==> src/rtl/f_pc_unit.sv <==
// Fetch-stage program counter: next-PC select, a one-entry redirect buffer that
// holds a redirect raised while fetch is stalled, and a fetch-address fault flag.
module f_pc_unit #(
  parameter int unsigned      WIDTH    = 32,
  parameter logic [WIDTH-1:0] RESET_PC = 32'h0000_3000,
  parameter logic [WIDTH-1:0] EXC_PC   = 32'h0000_4180,
  parameter logic [WIDTH-1:0] PC_MIN   = 32'h0000_3000,
  parameter logic [WIDTH-1:0] PC_MAX   = 32'h0000_6ffc
) (
  input  logic             clk,
  input  logic             reset,
  input  logic             stall,
  input  logic [1:0]       mpc_c,
  input  logic [WIDTH-1:0] npc,
  input  logic [WIDTH-1:0] rfrd1,
  input  logic             exc_req,
  input  logic             eret_req,
  input  logic [WIDTH-1:0] epc,
  output logic [WIDTH-1:0] pc,
  output logic [WIDTH-1:0] pc4,
  output logic             pend_valid,
  output logic             fetch_exc
);

  logic [WIDTH-1:0] pc_q, pc_d;
  logic [WIDTH-1:0] pend_addr_q, pend_addr_d;
  logic             pend_valid_q, pend_valid_d;
  logic             redirect;
  logic [WIDTH-1:0] target;

  always_comb begin
    redirect = 1'b0;
    target   = npc;
    case (mpc_c)
      2'd1: begin
        redirect = 1'b1;
        target   = npc;
      end
      2'd2: begin
        redirect = 1'b1;
        target   = rfrd1;
      end
      default: begin
        redirect = 1'b0;
        target   = npc;
      end
    endcase
  end

  assign pc4 = pc_q + {{(WIDTH-3){1'b0}}, 3'd4};

  // Exception and eret beat everything, including a stall and a pending redirect.
  always_comb begin
    pc_d         = pc_q;
    pend_valid_d = pend_valid_q;
    pend_addr_d  = pend_addr_q;
    if (exc_req) begin
      pc_d         = EXC_PC;
      pend_valid_d = 1'b0;
    end else if (eret_req) begin
      pc_d         = epc;
      pend_valid_d = 1'b0;
    end else if (stall) begin
      if (redirect) begin
        pend_addr_d  = target;
        pend_valid_d = 1'b1;
      end
    end else if (redirect) begin
      pc_d         = target;
      pend_valid_d = 1'b0;
    end else if (pend_valid_q) begin
      pc_d         = pend_addr_q;
      pend_valid_d = 1'b0;
    end else begin
      pc_d = pc4;
    end
  end

  always_ff @(posedge clk or posedge reset) begin
    if (reset) begin
      pc_q         <= RESET_PC;
      pend_valid_q <= 1'b0;
      pend_addr_q  <= '0;
    end else begin
      pc_q         <= pc_d;
      pend_valid_q <= pend_valid_d;
      pend_addr_q  <= pend_addr_d;
    end
  end

  assign pc         = pc_q;
  assign pend_valid = pend_valid_q;
  assign fetch_exc  = (pc_q[1:0] != 2'b00) || (pc_q < PC_MIN) || (pc_q > PC_MAX);

endmodule

==> config.mk <==
export PLATFORM = sky130hd
export DESIGN_NAME = f_pc_unit
export DESIGN_NICKNAME = d
export VERILOG_FILES = /design/src/rtl/f_pc_unit.sv
export SDC_FILE = /design/constraint.sdc
export NUM_CORES = 1
export LEC_CHECK = 0
export CAP_MARGIN = 20
export CORE_MARGIN = 2
export CORE_UTILIZATION = 40
export CTS_BUF_LIST = sky130_fd_sc_hd__clkbuf_8
export DETAILED_ROUTE_END_ITERATION = 16
export GPL_TIMING_DRIVEN = 1
export PLACE_DENSITY = 0.7
export SYNTH_ARGS = -nofsm -noshare
export SYNTH_HDL_FRONTEND = slang
export SYNTH_SLANG_ARGS = --single-unit
==> constraint.sdc <==
create_clock -name clk -period 5.4 [get_ports clk]
set_clock_uncertainty 0.2 [all_clocks]
set_input_delay 0.81 -clock clk [delete_from_list [all_inputs] [get_ports clk]]
set_output_delay 0.81 -clock clk [all_outputs]
set_load 0.05 [all_outputs]
# Word level (Yosys, flattened, before mapping)
# Index checks and enable logic that the tools add are counted.
# totals
regBits	65
out_inout_bits	66
in_bits	103
word_cells	28
# op_classes
muxes	11
reduce_logical	5
addsub	1
n_eq_ne	4
order_cmp	2
bitwise	2
# op_table
cell	n
$mux 32	6
$add 32x3->32 const B	1
$gt 32x15->1 const B	1
$lt 32x14->1 const B	1
$mux 1	5
$ne 4x1->1 const B	1
$reduce_and 4->1	1
$ne 3x1->1 const B	1
$eq 2x1->1 const B	1
$eq 2x2->1 const B	1
$logic_or 1x1->1	2
$not 1->1	2
$reduce_bool 2->1	1
$reduce_or 2->1	1

# Logic depth before layout (Yosys ltp)
# logic_depth
ltp_word	7
mapped_depth	9

# Worst setup path before layout
# OpenSTA, ideal clock, no wires.
# synth_timing
kind	flip-flop to output port
startpoint	reg pc_q[2], in the netlist pc[2]
endpoint	out pc4[24]
path_stages_with_launch	6
t_arrival_ps	2792
path_slack_ps	1598
path_cell_list	dfrtp_1 > ha_1 > nand3_1 > or2_1 > or4_4 > xnor2_1
# synth_via
elab_chain_cells	1
# synth_rtl
item	line	rtl
from (decl)	25	logic [WIDTH-1:0] pc_q, pc_d;
from (signal assigned)	85	pc_q <= pc_d;
$add 32x3->32	50	assign pc4 = pc_q + {{(WIDTH-3){1'b0}}, 3'd4};
to (decl)	20	output logic [WIDTH-1:0] pc4,
# Every way passes these cells.

# Worst setup path after layout
# layout_timing
startpoint	reg pc_q[2], in the netlist pc[2]
endpoint	out pc4[22]
# The elaborated chain is that of the path after synthesis.

==> results.md <==
- Core Rows: 39
- Register area: 1630 um^2
- Synthesis Warnings: 0
- Layout cells sized above 1: 10.3%
- Crit path cell chain: ha_1 -> nand4_1 -> nor4_1 -> nand2_1 -> xnor2_1 -> clkdlybuf4s50_1
- Ant diodes: 0
- Die Y-Extent: 112 um
- TritonCTS clock tree: built
- Synth area leader: dfrtp_1
- Max frequency: 0.239 GHz
- Initial antenna violation count: 0
- Hpwl dp: 12300 um
- Clk sinks: 65
- Crit-path max cell delay: 0.83 ns
- Area grow syn2layout: 42.4%
- FFs w/ async S/R, synth: 100%
- MaxCap Viol Count: 0
- WL per Instance: 19.9 um
- Vias per cell: 5.90
- Maximum vdd drop: 0.139 mV
- Largest net degree at the start of global routing: 66
- Final setup viols: 0
- WP data required: 4.39 ns
- Hold Path Class: flip-flop to flip-flop
- Flops & latches, synth: 65
- Post-CTS setup buffer count: 0
- Overall global routing resource usage: 26.1%
- Status: finished, final reports clean
- CP max stage cell: clkdlybuf4s50_1
- Yosys cell types: 62
- Power Density: 263 nW/um^2
- Crit path buf inv count: 1
- Number of synthesized flops with an enable pin: 0
- Unrepaired setup endpoints after global routing: no
- Mapped Area: 4640 um^2
- # hold bufs at CTS: 0
- DIE WIDTH: 112 um
- Arr. time, crit path: 3.18 ns
- Slew HR: 42.7%
- Die area: 12500 um^2
- Area of the multi-input gates: 2740 um^2
- Setup TNS: 0 ns
- Ranking of synthesized cells by area: dfrtp_1 (34%), mux2_2 (6.1%), mux2i_1 (5.8%)
- Avg Cell Area, Syn: 8.56 um^2
- Fillers: 1042
- Area of the core: 11400 um^2
- Final ANT Viol Nets: 0
- Final Hold Vio Count: 0
- Post-synth top area share: 34.0%
- Final hold slack: 0.313 ns
- Resized Gates After CTS: 0
- Vias in the first global route: 4707
- Synth Flop Type: dfrtp_1
- Worst setup SP type: flip-flop
- Crit share post-route: 77.5%
- Slew @ Worst Pin: 0.859 ns
- Drc violations: 0
- Syn nets: 647
- PortBufs: 168
- Reg clk slew, reported paths: 0.08 ns
- Syn Inst Count: 542
- Critical path class: flip-flop to output port
- First-pass GRT wire length: 25800 um
- Starting Density: 40.8%
- Final Max Tran Viols: 0
- Delay-heaviest family, CP: simple AND/OR/NAND/NOR gates
- Total grt overflow: 0
- Initial DRT Pass Iterations: 5
- Clock Tree Buf Depth: 2
- Total wire length: 16600 um
- Insertion delay to the later sink of the worst-skew pair: 0.35 ns
- Num CTS Buffers: 9
- Root Driver: clkbuf_8
- RD Place Congestion: 0.922
- I/O Pins: 169
- Final min period: 4.19 ns
- Crit. End Element: output port
- Sequential fraction of the synthesis area: 35.1%
- LEAKAGE: 2.52 nW
- Critical path peak fanout: 8
- Fin nets: 791
- Overall via count from detail_route: 4924
- Htree depth: 3
- Initial DRC Count: 366
==> synth_stat cells, types with 3 or more instances <==
library cell,instances
a2111oi_0,4
a21oi_1,53
a2bb2oi_1,3
a31o_2,3
a31oi_1,6
a32oi_1,3
and2_1,4
and3_1,9
and4_1,5
buf_2,10
buf_4,3
clkbuf_1,27
dfrtp_1,63
inv_1,12
mux2_2,25
mux2i_1,27
nand2_1,42
nand2b_1,8
nand3_1,24
nand4_1,9
nand4b_1,4
nor2_1,48
nor3_1,19
nor3b_1,4
nor4_1,9
o2111ai_1,3
o211ai_1,4
o21ai_0,22
o221ai_1,12
o22ai_1,8
or3_1,3
xnor2_1,14
xor2_1,12
==> sequential cells by signal, summed over array words and instances (netlist names) <==
register / flops
pc: 32
pend_addr_q: 32
pend_valid: 1
==> metrics by stage <==
stage / total power [mW] / utilization, % / worst slack (ns) / cells / instance area (um^2)
floorplan: 1.02 / - / 1.60 / 542 / 4640
global placement: 1.24 / 55.9 / 1.52 / 817 / 6350
detailed placement: 1.26 / 55.9 / 1.44 / 817 / 6350
CTS: 1.74 / 57.9 / 1.29 / 833 / 6580
global route: 1.81 / 58.1 / 1.05 / 834 / 6610
finish: 1.74 / 58.1 / 1.21 / 834 / 6610
==> where the power goes <==
group	internal [mW]	total, mW	leakage, nW	switching, mW
Clock	0.273	0.484	0.105	0.211
Combinational	0.252	0.597	1.63	0.345
Sequential	0.573	0.657	0.782	0.0838
==> final cells by class <==
class                           count  area share (%)
Clock buffer                       10            2.08
Clock inverter                      6            1.38
Inverter                           13           0.738
Multi-Input combinational cell    418            41.5
Sequential cell                    65            24.6
Tap cell                          143            2.71
Timing Repair Buffer              179            27.0
==> logic make-up (layout without fill, tap and decap cells) <==
| group | after synthesis | after routing | share of synthesized area, % |
|---|---|---|---|
| flops | 65 | 65 | 35.1 |
| compound gates | 133 | 133 | 18.2 |
| simple gates | 205 | 205 | 23.3 |
| fa+ha+maj | 2 | 2 | 0.539 |
| buf+inv | 59 | 208 | 6.04 |
| xor+xnor | 26 | 26 | 4.91 |
| mux | 52 | 52 | 11.9 |
==> path summary, 6_finish.rpt <==
path | start | to | slack (ns) | cells past startpoint
max in group asynchronous | reset | pend_addr_q[11] | 3.61 | 3
hold / removal | pend_addr_q[13] | pend_addr_q[13] | 0.31 | 1
hold reg to reg | pend_addr_q[13] | pend_addr_q[13] | 0.31 | 1
setup reg to reg | pc[2] | pc[24] | 2.74 | 6
setup / recovery | pc[2] | pc4[22] | 1.21 | 6
min in group asynchronous | reset | pend_addr_q[26] | 0.83 | 3
==> per-layer routing <==
metal | up-vias | routed length [um] | track usage (%)
met2 | 247 | 8040 | 42.1
met4 | 0 | 240 | 5.76
met5 | - | 0 | 0
met3 | 21 | 1260 | 4.79
li1 | 2293 | - | -
met1 | 2363 | 7030 | 36.7
==> layout by cell type (no fill, tap or decap), drive strengths merged, types with 3 or more instances in the layout <==
| master | instances |
|---|---|
| a2111oi | 4 |
| a21oi | 53 |
| a2bb2oi | 3 |
| a31o | 3 |
| a31oi | 6 |
| a32oi | 3 |
| and2 | 4 |
| and3 | 10 |
| and4 | 8 |
| buf | 11 |
| clkbuf | 10 |
| clkdlybuf4s50 | 168 |
| clkinvlp | 3 |
| dfrtp | 63 |
| inv | 12 |
| mux2 | 25 |
| mux2i | 27 |
| nand2 | 42 |
| nand2b | 8 |
| nand3 | 24 |
| nand4 | 11 |
| nand4b | 4 |
| nor2 | 48 |
| nor3 | 20 |
| nor3b | 4 |
| nor4 | 9 |
| o2111ai | 3 |
| o211ai | 4 |
| o21ai | 22 |
| o221ai | 12 |
| o22ai | 8 |
| or2 | 3 |
| or3 | 3 |
| or4 | 3 |
| xnor2 | 14 |
| xor2 | 12 |
Note: power is estimated with default switching activity, not from simulation.
